<file path="src/rtl/ssd_display_driver.sv">
// Converts a 13-bit binary value to four BCD digits with a sequential double-dabble
// engine, then time-multiplexes them onto a 4-digit common-anode seven-segment display.
module ssd_display_driver #(
    parameter int unsigned REFRESH_DIV   = 100000,
    parameter bit          BLANK_LEADING = 1'b1
) (
    input  logic        clk,
    input  logic        rst,
    input  logic [12:0] value,
    output logic [3:0]  anode,
    output logic [6:0]  segments,
    output logic        busy
);

    localparam int unsigned      CNT_W     = $clog2(REFRESH_DIV);
    localparam logic [CNT_W-1:0] CNT_LAST  = CNT_W'(REFRESH_DIV - 1);
    localparam logic [3:0]       ITER_LAST = 4'd12;

    typedef enum logic [1:0] {
        IDLE,
        CONVERT,
        LOAD
    } state_t;

    state_t           state;
    state_t           state_nxt;

    logic [12:0]      last_val;
    logic [12:0]      bin_sr;
    logic [12:0]      bin_nxt;
    logic [15:0]      bcd;
    logic [15:0]      bcd_adj;
    logic [15:0]      bcd_nxt;
    logic [15:0]      digits;
    logic [3:0]       iter;
    logic             changed;

    logic [CNT_W-1:0] refresh_cnt;
    logic [1:0]       sel;
    logic [3:0]       cur_digit;
    logic             cur_blank;
    logic             blank3;
    logic             blank2;
    logic             blank1;
    logic [3:0]       anode_nxt;
    logic [6:0]       seg_nxt;

    // Active-low {g,f,e,d,c,b,a}; non-decimal nibbles render blank.
    function automatic logic [6:0] seg_decode(input logic [3:0] d);
        logic [6:0] s;
        s = '1;
        case (d)
            4'd0: s = 7'b1000000;
            4'd1: s = 7'b1111001;
            4'd2: s = 7'b0100100;
            4'd3: s = 7'b0110000;
            4'd4: s = 7'b0011001;
            4'd5: s = 7'b0010010;
            4'd6: s = 7'b0000010;
            4'd7: s = 7'b1111000;
            4'd8: s = 7'b0000000;
            4'd9: s = 7'b0010000;
            default: s = '1;
        endcase
        return s;
    endfunction

    assign changed = (value != last_val);

    // ---------------- conversion FSM ----------------
    always_ff @(posedge clk or negedge rst) begin
        if (!rst) begin
            state <= IDLE;
        end else begin
            state <= state_nxt;
        end
    end

    always_comb begin
        state_nxt = state;
        busy      = 1'b0;
        unique case (state)
            IDLE: begin
                if (changed) begin
                    state_nxt = CONVERT;
                end
            end
            CONVERT: begin
                busy = 1'b1;
                if (iter == ITER_LAST) begin
                    state_nxt = LOAD;
                end
            end
            LOAD: begin
                busy      = 1'b1;
                state_nxt = IDLE;
            end
            default: begin
                state_nxt = IDLE;
            end
        endcase
    end

    // One double-dabble step: correct each nibble >= 5, then shift {bcd, bin} left.
    always_comb begin
        bcd_adj = bcd;
        for (int unsigned i = 0; i < 4; i++) begin
            if (bcd[4*i +: 4] >= 4'd5) begin
                bcd_adj[4*i +: 4] = bcd[4*i +: 4] + 4'd3;
            end
        end
        {bcd_nxt, bin_nxt} = {bcd_adj, bin_sr} << 1;
    end

    always_ff @(posedge clk or negedge rst) begin
        if (!rst) begin
            last_val <= '0;
            bin_sr   <= '0;
            bcd      <= '0;
            iter     <= '0;
            digits   <= '0;
        end else begin
            unique case (state)
                IDLE: begin
                    if (changed) begin
                        bin_sr   <= value;
                        last_val <= value;
                        bcd      <= '0;
                        iter     <= '0;
                    end
                end
                CONVERT: begin
                    bcd    <= bcd_nxt;
                    bin_sr <= bin_nxt;
                    iter   <= iter + 4'd1;
                end
                LOAD: begin
                    digits <= bcd;
                end
                default: begin
                end
            endcase
        end
    end

    // ---------------- display multiplexing ----------------
    always_ff @(posedge clk or negedge rst) begin
        if (!rst) begin
            refresh_cnt <= '0;
            sel         <= '0;
        end else if (refresh_cnt == CNT_LAST) begin
            refresh_cnt <= '0;
            sel         <= sel + 2'd1;
        end else begin
            refresh_cnt <= refresh_cnt + 1'b1;
        end
    end

    // A digit above the ones place is blank only if it and all higher digits are zero.
    always_comb begin
        blank3    = BLANK_LEADING && (digits[15:12] == 4'd0);
        blank2    = blank3 && (digits[11:8] == 4'd0);
        blank1    = blank2 && (digits[7:4] == 4'd0);
        cur_digit = digits[3:0];
        cur_blank = 1'b0;
        unique case (sel)
            2'd0: begin
                cur_digit = digits[3:0];
                cur_blank = 1'b0;
            end
            2'd1: begin
                cur_digit = digits[7:4];
                cur_blank = blank1;
            end
            2'd2: begin
                cur_digit = digits[11:8];
                cur_blank = blank2;
            end
            2'd3: begin
                cur_digit = digits[15:12];
                cur_blank = blank3;
            end
            default: begin
            end
        endcase
        anode_nxt = ~(4'b0001 << sel);
        seg_nxt   = cur_blank ? 7'b1111111 : seg_decode(cur_digit);
    end

    // Anode and segments share one register stage so a digit never shows on the wrong anode.
    always_ff @(posedge clk or negedge rst) begin
        if (!rst) begin
            anode    <= '1;
            segments <= '1;
        end else begin
            anode    <= anode_nxt;
            segments <= seg_nxt;
        end
    end

endmodule

</file>
<file path="config.mk">
export PLATFORM = sky130hd
export DESIGN_NAME = ssd_display_driver
export DESIGN_NICKNAME = d
export VERILOG_FILES = /design/src/rtl/ssd_display_driver.sv
export SDC_FILE = /design/constraint.sdc
export NUM_CORES = 1
export LEC_CHECK = 0
export BUFFER_PORTS_ARGS = -buffer_cell sky130_fd_sc_hd__buf_2
export CORE_MARGIN = 3
export CORE_UTILIZATION = 55
export CTS_BUF_LIST = sky130_fd_sc_hd__clkbuf_4
export DETAILED_ROUTE_END_ITERATION = 7
export PLACE_DENSITY_LB_ADDON = 0.08
export SYNTH_ARGS = -nofsm -noshare
export SYNTH_HDL_FRONTEND = slang
export SYNTH_SLANG_ARGS = --single-unit
</file>
<file path="constraint.sdc">
create_clock -name clk -period 2.8 [get_ports clk]
set_clock_uncertainty 0.15 [all_clocks]
set_input_delay 0.14 -clock clk [delete_from_list [all_inputs] [get_ports clk]]
set_output_delay 0.14 -clock clk [all_outputs]
set_load 0.005 [all_outputs]
</file>
==> out/metrics.cfg <==
[power]
power.total_mw = 4.64
powerDensity_nw_per_um2 = 869
power_leakage_nw = 2.37
peakVddDrop_mv = 0.503

[cts]
cts_made_buffers = 9
cts.clk_slew.worst_paths_ps = 150
ctsHoldBuffers = 14
cts_tree = yes
root_buffer = clkbuf_4
cts_buffer_depth = 2
cts_setup_buffers = 0
htreeDepth = 3
clock-sinks = 94
clock_latency_ps = 420
post_cts_resized = 0

[synthesis]
syn_area_per_cell_sq_um = 11.1
synth_top_family_by_area = compound AO/OA/AOI/OAI gates
async_flop_share_pct = 100
ys_ff_latch = 94
ys_types = 47
seq_area_frac_synth_pct = 50.3
synth_adder_area_share_pct = 5.85
synthSimpleGateAreaFrac_pct = 12.4
netlist_top_cells_count = dfrtp_1 (83), inv_1 (31), nand2_1 (28), xnor2_1 (28), mux2_2 (26)
yosys-top-cells-area = dfrtp_1 (44%), mux2_2 (6.2%), dfstp_2 (6.1%)
syn_area_sq_um = 4710
synth_nets = 463
synth_cells = 426
ys_warn_count = 0
synth_edf_count = 0
yosys.area.top_type = dfrtp_1
synth-compound-area-share_pct = 13.5
yosys-mux-area-fraction_pct = 7.10
ys.flop_type = dfrtp_1
synth-xor-area-share_pct = 6.88
synth_most_common_cell = dfrtp_1
netlist.area_leader.share_pct = 44.1

[layout]
nNetsFinal = 510
diodes = 0
drive_gt1_share_pct = 23.8
final_area_sq_um = 5340
area.growth.synth_to_final_pct = 13.4
stdcell_count = 583

[global_route]
grt_max_degree = 53
antenna_found_initial = 0
track_usage_pct = 19.8
first_global_vias = 3312
overflow = 0
grt_pass1_wl_um = 15800

[sta]
tightest_slew_ps = 820
fmax_mhz = 401
worst_slack_ps = 308
relSlewSlack_pct = 43.8
finalHoldViolations = 0
grt_setup_unrepaired = no
maxSlewViolCount = 0
fin_crit_sh_pct = 89.0
period_needed_ps = 2490
setup_viol = 0
finalSetupTns_ps = 0

[critical_path]
r2r_slack_ps = 310
crit_required_ps = 3020
slowest_delay_ps = 550
cp_cell_sequence = inv_1, ha_1, a222oi_1, mux2i_1, or4_1, and3_1, nand2_1
crit_family = simple AND/OR/NAND/NOR gates
worstSetupPathType = register to register
slowest_stage = or4_1
worst_ep_arrival_time_ps = 2710
crit_buf_inv = 1
startpoint_type = register
crit_fanout = 12
end_kind = register

[routing]
vias_per_cell = 5.72
drtIter0Drc = 182
ant_nets = 0
drt-pass1-iter-count = 4
drc = 0
drt-wirelength-per-cell_um = 15.3
vias = 3335
finalWirelength_um = 8890

[run_status]
status = finished, final reports clean

[placed_design]
gp_congestion = 0.872
dpl_worst_slack_ps = 338
place_area_sq_um = 5020
hpwl_um = 6220
portBuffers = 26
dp.cells = 553

[floorplanning]
die_w_um = 98.5
die_height_um = 98.5
start_util_pct = 57.0
ioPinCount = 27
core-area_sq_um = 8260
fp-row-count = 33
fp.dieArea_sq_um = 9710

[run]
drv_cap = 0

[hold_path]
min_path_type = input pin to asynchronous set/reset pin

## cell usage in the layout (no fill, tap or decap), types with 10 or more instances in the layout
master and instances:
ha_1 22, o21ai_0 22, inv_1 31, mux2_2 26, or2_2 10, nor2_1 18, dlygate4sd3_1 14, xnor2_1 28
nor3_1 11, dfrtp_1 83, nand2_1 28, nand3_1 13, o22a_1 11, buf_4 12, o221a_2 11, buf_2 25
dfstp_2 11
## cell type report
type                            instances  area, sq um
Clock buffer                            9         67.6
Fill cell                             684         2920
Timing Repair Buffer                   52          375
Tap cell                              105          131
Inverter                               32          120
Sequential cell                        94         2370
Clock inverter                          7          111
Multi-Input combinational cell        284         2170
## power breakdown
group | total, mW | internal (mW) | switching [mW]
Sequential | 1.97 | 1.73 | 0.235
Clock | 0.890 | 0.449 | 0.441
Combinational | 1.79 | 0.866 | 0.921
## cell families (layout without fill, tap and decap cells)
group | Yosys count | in the layout
muxes | 30 | 30
AOI/OAI and AO/OA | 82 | 82
xor gates and xnor gates | 37 | 37
and+or+nand+nor | 113 | 113
DFF | 94 | 94
adders and majority gates | 22 | 22
buffers and inverters | 48 | 100
## through the flow
step                      util (%)  hold WS (ps)
after floorplan                  -          -306
final                         64.7          94.3
after global placement        60.8          18.0
after CTS                     64.7          83.5
after global routing          64.7           104
after detailed placement      60.8          22.0
## flip-flops by register name, summed over array words and instances, names as in the netlist
name         count
segments         7
refresh_cnt     17
iter             4
anode            4
bcd             16
state            2
last_val        13
digits          16
sel              2
bin_sr          13
## final timing paths
path	start	endpoint	cells past startpoint
max	sel[1]	segments[0]	7
min	rst	bcd[14]	2
max reg2reg	sel[1]	segments[0]	7
min reg2reg	refresh_cnt[0]	refresh_cnt[0]	1
max in group asynchronous	rst	anode[0]	3
min in group clk	refresh_cnt[0]	refresh_cnt[0]	1
## per-layer routing
metal	track usage [%]	wire length (um)	vias to the layer above
li1	-	-	1616
met1	29.3	4480	1665
met2	29.7	4100	43
met3	3.26	199	11
met4	7.25	113	0
met5	0	0	-
No activity file was read; power rests on OpenSTA's default activity.
